## src/rtl/mii_rx_framer_if.sv

```systemverilog
// MII receive pins plus the frame-buffer write port and end-of-frame status
// of the receive framer, bundled so the framer and its consumer share one port.
interface mii_rx_framer_if;
   logic        recieve_CLK;
   logic [3:0]  recieve;
   logic        recieve_data_valid;
   logic        recieve_ERR;
   logic [15:0] toMemoryE;
   logic [14:0] writeLocationE;
   logic        writeE;
   logic        frameDone;
   logic [10:0] frameLength;
   logic        frameError;

   // framer side: samples the MII pins, drives the write port and status
   modport master (
      input  recieve_CLK, recieve, recieve_data_valid, recieve_ERR,
      output toMemoryE, writeLocationE, writeE, frameDone, frameLength, frameError
   );

   // PHY / memory side
   modport slave (
      output recieve_CLK, recieve, recieve_data_valid, recieve_ERR,
      input  toMemoryE, writeLocationE, writeE, frameDone, frameLength, frameError
   );
endinterface

```

## src/rtl/mii_rx_framer.sv

```systemverilog
// MII receive framer: oversamples the MII RX pins on CLK, strips preamble/SFD,
// packs nibbles into 16-bit words written to sequential frame-buffer addresses
// and reports length/error at each frame end.
// Optional build macro RX_CRC_CHECK_EN adds an FCS (CRC-32) check to frameError.
module mii_rx_framer #(
   parameter logic [14:0] BASE_ADDR = 15'h0000,
   parameter int          MAX_WORDS = 760
) (
   input logic             CLK,
   input logic             resetN,
   mii_rx_framer_if.master rx
);
   localparam logic [14:0] WORD_LIMIT = 15'(MAX_WORDS);
   localparam logic [10:0] COUNT_MAX  = 11'h7FF;

   typedef enum logic [2:0] {IDLE, PREAMBLE, DATA, DROP, DONE} state_t;

   state_t      state;
   logic [6:0]  sync1, sync2;     // {rxclk, err, dv, nibble}
   logic        clkPrev;
   logic        stb;
   logic [3:0]  nib;
   logic        dv, err;
   logic        armed;            // dv has been seen low since the last frame
   logic        haveLow;          // low nibble of the current byte is held
   logic        haveHigh;         // first byte of the current word is held
   logic [3:0]  lowNib;
   logic [7:0]  hiByte;
   logic [7:0]  curByte;
   logic [14:0] wordIndex;
   logic [10:0] byteCount;
   logic        errBit;

`ifdef RX_CRC_CHECK_EN
   localparam logic [31:0] CRC_POLY    = 32'h04C11DB7;
   localparam logic [31:0] CRC_RESIDUE = 32'hC704DD7B;
   logic [31:0] crc;

   // register kept MSB-first, data bits fed LSB-first as they leave the wire
   function automatic logic [31:0] crcByte(input logic [31:0] c, input logic [7:0] b);
      logic [31:0] r;
      r = c;
      for (int i = 0; i < 8; i++) begin
         if (r[31] ^ b[i]) r = {r[30:0], 1'b0} ^ CRC_POLY;
         else              r = {r[30:0], 1'b0};
      end
      return r;
   endfunction
`endif

   assign {dv, err} = {sync2[4], sync2[5]};
   assign nib       = sync2[3:0];
   assign stb       = sync2[6] & ~clkPrev;
   assign curByte   = {nib, lowNib};

   // two-flop synchroniser on all MII pins together, plus edge history for stb
   always_ff @(posedge CLK) begin
      if (!resetN) begin
         sync1   <= '0;
         sync2   <= '0;
         clkPrev <= 1'b0;
      end else begin
         sync1   <= {rx.recieve_CLK, rx.recieve_ERR, rx.recieve_data_valid, rx.recieve};
         sync2   <= sync1;
         clkPrev <= sync2[6];
      end
   end

   // framing FSM: advances on stb except DONE, which reports in the next cycle
   always_ff @(posedge CLK) begin
      if (!resetN) begin
         state             <= IDLE;
         armed             <= 1'b0;
         haveLow           <= 1'b0;
         haveHigh          <= 1'b0;
         lowNib            <= '0;
         hiByte            <= '0;
         wordIndex         <= '0;
         byteCount         <= '0;
         errBit            <= 1'b0;
         rx.toMemoryE      <= '0;
         rx.writeLocationE <= '0;
         rx.writeE         <= 1'b0;
         rx.frameDone      <= 1'b0;
         rx.frameLength    <= '0;
         rx.frameError     <= 1'b0;
`ifdef RX_CRC_CHECK_EN
         crc               <= 32'hFFFFFFFF;
`endif
      end else begin
         rx.writeE    <= 1'b0;
         rx.frameDone <= 1'b0;
         if (state == DONE) begin
            rx.frameLength <= byteCount;
`ifdef RX_CRC_CHECK_EN
            rx.frameError  <= errBit | (crc != CRC_RESIDUE) | (byteCount < 11'd4);
`else
            rx.frameError  <= errBit;
`endif
            rx.frameDone   <= 1'b1;
            state          <= IDLE;
         end else if (stb) begin
            case (state)
               IDLE: begin
                  if (!dv) armed <= 1'b1;
                  else begin
                     // a frame only starts from a fresh dv assertion
                     if (armed && nib == 4'h5) state <= PREAMBLE;
                     armed <= 1'b0;
                  end
               end
               PREAMBLE: begin
                  if (dv && nib == 4'hD) begin
                     state     <= DATA;
                     haveLow   <= 1'b0;
                     haveHigh  <= 1'b0;
                     wordIndex <= '0;
                     byteCount <= '0;
                     errBit    <= 1'b0;
`ifdef RX_CRC_CHECK_EN
                     crc       <= 32'hFFFFFFFF;
`endif
                  end else if (!(dv && nib == 4'h5)) begin
                     state <= IDLE;
                     armed <= ~dv;
                  end
               end
               DATA, DROP: begin
                  if (!dv) begin
                     // end of frame: odd nibble is an error, a lone byte is flushed
                     if (haveLow) errBit <= 1'b1;
                     if (haveHigh && state == DATA) begin
                        if (wordIndex == WORD_LIMIT) errBit <= 1'b1;
                        else begin
                           rx.toMemoryE      <= {hiByte, 8'h00};
                           rx.writeLocationE <= BASE_ADDR + wordIndex;
                           rx.writeE         <= 1'b1;
                           wordIndex         <= wordIndex + 15'd1;
                        end
                     end
                     state <= DONE;
                     armed <= 1'b1;
                  end else begin
                     if (err) errBit <= 1'b1;
                     if (!haveLow) begin
                        lowNib  <= nib;
                        haveLow <= 1'b1;
                     end else begin
                        haveLow <= 1'b0;
                        if (byteCount != COUNT_MAX) byteCount <= byteCount + 11'd1;
`ifdef RX_CRC_CHECK_EN
                        crc <= crcByte(crc, curByte);
`endif
                        if (!haveHigh) begin
                           hiByte   <= curByte;
                           haveHigh <= 1'b1;
                        end else begin
                           haveHigh <= 1'b0;
                           // in DROP bytes are still counted but never written
                           if (state == DATA) begin
                              if (wordIndex == WORD_LIMIT) begin
                                 errBit <= 1'b1;
                                 state  <= DROP;
                              end else begin
                                 rx.toMemoryE      <= {hiByte, curByte};
                                 rx.writeLocationE <= BASE_ADDR + wordIndex;
                                 rx.writeE         <= 1'b1;
                                 wordIndex         <= wordIndex + 15'd1;
                              end
                           end
                        end
                     end
                  end
               end
               default: state <= IDLE;
            endcase
         end
      end
   end
endmodule
```

## src/flat_wrapper.sv

```systemverilog
// flat-port wrapper written by rule: the top's interface ports become plain ports
module mii_rx_framer_flat 
#(
   parameter logic [14:0] BASE_ADDR = 15'h0000,
   parameter int          MAX_WORDS = 760
)
  (CLK, resetN, rx_recieve_CLK, rx_recieve, rx_recieve_data_valid, rx_recieve_ERR, rx_toMemoryE, rx_writeLocationE, rx_writeE, rx_frameDone, rx_frameLength, rx_frameError);
  mii_rx_framer_if rx_i ();
  input logic CLK;
  input logic resetN;
  input wire logic [$bits(rx_i.recieve_CLK)-1:0] rx_recieve_CLK;
  input wire logic [$bits(rx_i.recieve)-1:0] rx_recieve;
  input wire logic [$bits(rx_i.recieve_data_valid)-1:0] rx_recieve_data_valid;
  input wire logic [$bits(rx_i.recieve_ERR)-1:0] rx_recieve_ERR;
  output wire logic [$bits(rx_i.toMemoryE)-1:0] rx_toMemoryE;
  output wire logic [$bits(rx_i.writeLocationE)-1:0] rx_writeLocationE;
  output wire logic [$bits(rx_i.writeE)-1:0] rx_writeE;
  output wire logic [$bits(rx_i.frameDone)-1:0] rx_frameDone;
  output wire logic [$bits(rx_i.frameLength)-1:0] rx_frameLength;
  output wire logic [$bits(rx_i.frameError)-1:0] rx_frameError;
  assign rx_i.recieve_CLK = rx_recieve_CLK;
  assign rx_i.recieve = rx_recieve;
  assign rx_i.recieve_data_valid = rx_recieve_data_valid;
  assign rx_i.recieve_ERR = rx_recieve_ERR;
  assign rx_toMemoryE = rx_i.toMemoryE;
  assign rx_writeLocationE = rx_i.writeLocationE;
  assign rx_writeE = rx_i.writeE;
  assign rx_frameDone = rx_i.frameDone;
  assign rx_frameLength = rx_i.frameLength;
  assign rx_frameError = rx_i.frameError;
  mii_rx_framer #(.BASE_ADDR(BASE_ADDR), .MAX_WORDS(MAX_WORDS)) u_core (.CLK(CLK), .resetN(resetN), .rx(rx_i));
endmodule
```

## config.mk

```make
export PLATFORM = sky130hd
export DESIGN_NAME = mii_rx_framer_flat
export DESIGN_NICKNAME = d
export VERILOG_FILES = /design/src/rtl/mii_rx_framer_if.sv /design/src/rtl/mii_rx_framer.sv /design/src/flat_wrapper.sv
export SDC_FILE = /design/constraint.sdc
export NUM_CORES = 1
export LEC_CHECK = 0
export CAP_MARGIN = 20
export CORE_ASPECT_RATIO = 1.4
export CORE_MARGIN = 1
export CORE_UTILIZATION = 55
export CTS_CLUSTER_SIZE = 28
export DETAILED_ROUTE_END_ITERATION = 7
export PLACE_DENSITY = 0.79
export SLEW_MARGIN = 25
export SYNTH_ARGS = -nofsm -noshare
export SYNTH_HDL_FRONTEND = slang
export SYNTH_SLANG_ARGS = --single-unit
```

## constraint.sdc

```tcl
create_clock -name CLK -period 2.6 [get_ports CLK]
set_clock_uncertainty 0.05 [all_clocks]
set_input_delay 0.52 -clock CLK [delete_from_list [all_inputs] [get_ports CLK]]
set_output_delay 0.52 -clock CLK [all_outputs]
set_load 0.02 [all_outputs]
```

# Word-level counts from Yosys, hierarchy flattened
# Index checks and enable logic that the tools add are counted.
# word_totals
register_bits	105
latch_bits	0
ram_bits	0
romBits	0
input_bits	9
output_inout_bits	45
word_cells	145
mem_count	0
# op_classes
n_addsub	2
mul	0
div_mod_pow	0
n_lt_le_gt_ge	0
eq_ne	28
n_shift	0
muxes	66
n_bitwise	9
reduce_logical	22
# ops
operator	count
15-bit two-way mux	13
16-bit two-way mux	7
11-bit two-way mux	4
15-bit case mux with 2 select lines	1
3-bit two-way mux	9
1-bit two-way mux	26
11-bit case mux with 2 select lines	1
6-bit AND reduction	3
8-bit AND reduction	2
15-bit by 1-bit adder with 15-bit output, second input constant	1
15-bit by 10-bit equality test with 1-bit output, second input constant	1
3-bit inequality test, second input constant	5
2-bit by 1-bit inequality test with 1-bit output, second input constant	7
7-bit AND reduction	2
2-bit inequality test, second input constant	6
11-bit by 1-bit adder with 11-bit output, second input constant	1
11-bit inequality test, second input constant	1
5-bit AND reduction	2
3-bit case mux with 3 select lines	1
9-bit AND reduction	1
1-bit inverter	8
3-bit by 2-bit equality test with 1-bit output, second input constant	2
1-bit case mux with 2 select lines	3
4-bit by 3-bit equality test with 1-bit output, second input constant	1
14 further kinds	19

# Logic depth before layout (Yosys ltp)
# Gate-level depths: netlist of the first run.
# depth
depth_word	7
ltp_mapped	8
mapped_depth_nobuf	7

# Worst setup path before layout of the first run
# OpenSTA, ideal clock, no wires.
# synth_path
path_kind	reg-to-reg
from	reg u_core.wordIndex[0]
to	reg u_core.wordIndex[9]
setup_ns	0.066
t_arrival_ns	1.712
required_time_ns	2.484
path_slack_ns	0.772
path_stages_with_launch	8
path_buffers	0
period_less_slack_ns	1.828
path_cell_list	dfxtp_1 inv_1 ha_1 nor2b_1 and4_4 o21a_4 or4_4 a21oi_2
# synth_between
elab_chain_cells	7
word_cells_on_any_way	9
classes_between	add/sub: 1; eq/ne: 1; mux: 7
# synth_rtl
element	line_no	text
start: declaration	mii_rx_framer.sv:30	logic [14:0] wordIndex;
start signal: assignment	mii_rx_framer.sv:138	wordIndex <= wordIndex + 15'd1;
start signal: assignment	mii_rx_framer.sv:168	wordIndex <= wordIndex + 15'd1;
15-bit by 1-bit adder with 15-bit output / 15-bit by 10-bit equality test with 1-bit output (equally long branches)	n/a	
15-bit two-way mux *	mii_rx_framer.sv:133, mii_rx_framer.sv:161	
15-bit two-way mux	mii_rx_framer.sv:160	if (state == DATA) begin
15-bit two-way mux	mii_rx_framer.sv:154	if (!haveHigh) begin
15-bit two-way mux	mii_rx_framer.sv:145	if (!haveLow) begin
15-bit two-way mux *	mii_rx_framer.sv:129	if (!dv) begin
15-bit case mux with 2 select lines *	mii_rx_framer.sv:103	case (state)
# Every way passes the cells marked *; elsewhere a longest branch is shown, timed or not. The select of a mux whose other input is x is not followed.
# A chain may end at the register's enable or synchronous reset.

# Worst setup path in the final report of the first run
# layout_path
from	reg u_core.wordIndex[2]
to	reg u_core.wordIndex[13]
# The elaborated chain is that of the path after synthesis.

==> results of run 1 <==
[power breakdown]
part           switching, uW  leakage [uW]  internal (uW)
clock                    515     0.0000957            494
combinational           39.8      0.000948           35.1
sequential              8.67      0.000849           1620
[cell usage after synthesis (all sizes together), types with 4 or more instances]
| cell type | number |
|---|---|
| a21boi | 32 |
| nor2 | 15 |
| inv | 6 |
| nand2 | 71 |
| nand2b | 6 |
| and3 | 8 |
| nand4 | 8 |
| a211oi | 4 |
| and2 | 19 |
| or4 | 5 |
| buf | 16 |
| o21ai | 20 |
| nand3 | 21 |
| a21oi | 17 |
| nor2b | 15 |
| or3 | 7 |
| xnor2 | 4 |
| and4 | 5 |
| clkbuf | 15 |
| o31ai | 6 |
| dfxtp | 105 |
| a22o | 12 |
| mux2i | 13 |
[metrics by stage]
stage	utilization	worst slack, ns	area, um^2	total power, uW	cells
4_1_cts	0.672	0.259	5180	2730	625
5_1_grt	0.673	0.121	5180	2800	625
3_3_place_gp	0.647	0.405	4980	1740	610
2_1_floorplan	-	0.772	4360	1710	474
6_report	0.673	0.379	5180	2710	625
3_5_place_dp	0.647	0.256	4980	1740	610
[worst max-delay path by stage]
stage,start,endpoint,slack (ns),depth (start not counted)
finish,u_core.wordIndex[2],u_core.wordIndex[13],0.38,5
global route,u_core.wordIndex[2],u_core.wordIndex[14],0.12,5
CTS,u_core.wordIndex[0],u_core.rx.toMemoryE[1],0.26,8
detailed placement,u_core.wordIndex[0],u_core.rx.toMemoryE[1],0.26,8
global placement,u_core.wordIndex[0],u_core.rx.writeLocationE[0],0.41,8
floorplan,u_core.wordIndex[0],u_core.wordIndex[9],0.77,7
[area by class of cell]
cell class | instances | area [um^2]
clock inverter | 2 | 37.5
inverter | 6 | 22.5
timing repair buffer | 67 | 631
clock buffer | 13 | 159
sequential | 105 | 2100
tap | 100 | 125
multi-input combinational | 332 | 2110
fill | 644 | 2520
[flip-flops by register name, summed over array words and instances (netlist names), 3 cells and up]
signal and count:
u_core.byteCount 11, u_core.rx.toMemoryE 16, u_core.lowNib 4, u_core.hiByte 8, u_core.rx.frameLength 11, u_core.rx.writeLocationE 15, u_core.state 3, u_core.sync1 7
u_core.wordIndex 15, u_core.sync2 7
[metal layers]
metal,share of wire,up-vias,track usage
li1,-,1766,-
met1,0.44,1706,0.269
met2,0.51,86,0.420
met3,0.031,17,0.0322
met4,0.023,0,0.113
met5,0,-,0
[worst register-to-register path, delay by kind of cell, from the launching register on]
kind / cells / cell delay, ns
and+or+nand+nor: 2 / 0.79
AOI/OAI and AO/OA: 3 / 0.92
DFF: 1 / 0.39
[kinds of logic (layout without fill, tap and decap cells)]
family,Yosys count,after routing,share of synthesized area
simple gates,201,201,0.252
compound gates,110,110,0.178
flops,105,105,0.482
buf+inv,37,88,0.0393
mux,13,13,0.0298
xor+xnor,5,5,0.0100
fa+ha+maj,3,3,0.00860
==> metrics, run 1 <==
Die Wd=77.3 um; most frequent cells in the layout=105 x dfxtp_1, 71 x nand2_1, 52 x clkdlybuf4s50_1; ant diodes=0; Area Growth Syn to Fin=18.8%; Residual DRC=0; CTS max path bufs=2; share of the synthesized area in the top cell type=0.482; commonest non-fill, non-tap cell in the layout=dfxtp_1; worst hold slack=0.387 ns; ys async rst share=0; wire length per cell=14.8 um; Power Dens Cells=between 500 and 600 mW/mm^2; post-route ant nets=0; CP top delay family=compound AO/OA/AOI/OAI gates; Std-Cell Core Area=0.00770 mm^2; count of unique library cells instantiated by Yosys=61; TritonRoute pass-1 iters=4; R2R depth=5; Hold Path Cell Cnt=1; Leak=approximately 0.0019 uW; post_cts resized=0; slowest cell on the critical path=a32oi_1; dominant cell type by area after synthesis=dfxtp_1; crit share post-route=0.854; Final Routed Wirelength=9.23 mm; Hold Crit Class=reg2reg; clock latency at the later pin of the worst-skew pair=between 0.3 and 0.4 ns; initial antenna violation count=0; die area=0.00830 mm^2; Mapped Area=0.00436 mm^2; root buffer cell=clkbuf_8; EDFF count, synth=0; Die Ht=107 um; status=finished, final reports clean; Post-Syn Nets=486; Hold EP=u_core.sync2[5]; worst-margin pin slew=about 0.64 ns; max-slew violations=0; Post-CTS Setup Inserts=0; CP required=2.84 ns; Top FF cell, synth=dfxtp_1; worst path cell trace=nor4_1 > nand4_1 > a32oi_1 > o21ai_0 > a21oi_1; Syn. warnings=0; Period minus WS final=2.22 ns; Row Count=38; Reg-to-Reg End=u_core.wordIndex[13]; crit path DAT=2.46 ns; reg2reg start=u_core.wordIndex[2]; Nets=533; slowest cell delay on critical path=0.56 ns; CTS sink count=105; first-pass GRT wire length=15.3 mm; unrepaired setup endpoints after global routing=false; Post-Syn Instances=between 400 and 500; Hold Buf Count CTS=0; H-tree depth=3; overall routing resource usage=0.233; CP Buf/Inv Count=0; count of final setup violators=0; I/O pin cnt=54; largest net degree at the start of global routing=35; VDD IR-drop max=0.445 mV; register area share after synthesis=0.482; Syn Area/Cell=9.20 um^2; maxcap violations=0; fmax=450 MHz; share of cells above drive strength 1=0.0819; final hold violation count=0; min-delay src=u_core.sync1[5]; CTS Buf Count=9; Slew HR=0.570; startpoint types=register; Synth area leaders=dfxtp_1 48%, nand2_1 6.1%, a21boi_0 5.5%; FF+latch count, synth=105; r2r setup slk=0.38 ns; vias per cell=~5.7; vias in the first global route=3349; TNS Setup=0 ns; I/O Buffers=53; Max Fanout on Critical Path=8; CTS tree=yes; Crit. End Element=register; Final Wtd Congestion=between 0.8 and 0.9; Crit Path Category=reg2reg; 1st-iter DRT viols=273; Starting Density=0.566; Via Count=approximately 3600; Worst-path clk slew=0.09 ns; GRT overflow=0; detailed placer's ending HPWL=6.51 mm
(Power assumes the default switching activity.)
==> run 2: changes to the inputs <==
--- a/config.mk
+++ b/config.mk
@@ -11,6 +11,7 @@
 export CORE_UTILIZATION = 55
 export CTS_CLUSTER_SIZE = 28
 export DETAILED_ROUTE_END_ITERATION = 7
+export GPL_ROUTABILITY_DRIVEN = 0
 export PLACE_DENSITY = 0.79
 export SLEW_MARGIN = 25
 export SYNTH_ARGS = -nofsm -noshare
==> results of run 2 <==
The final DEF is identical to that of run 1; final timing and power are the same.
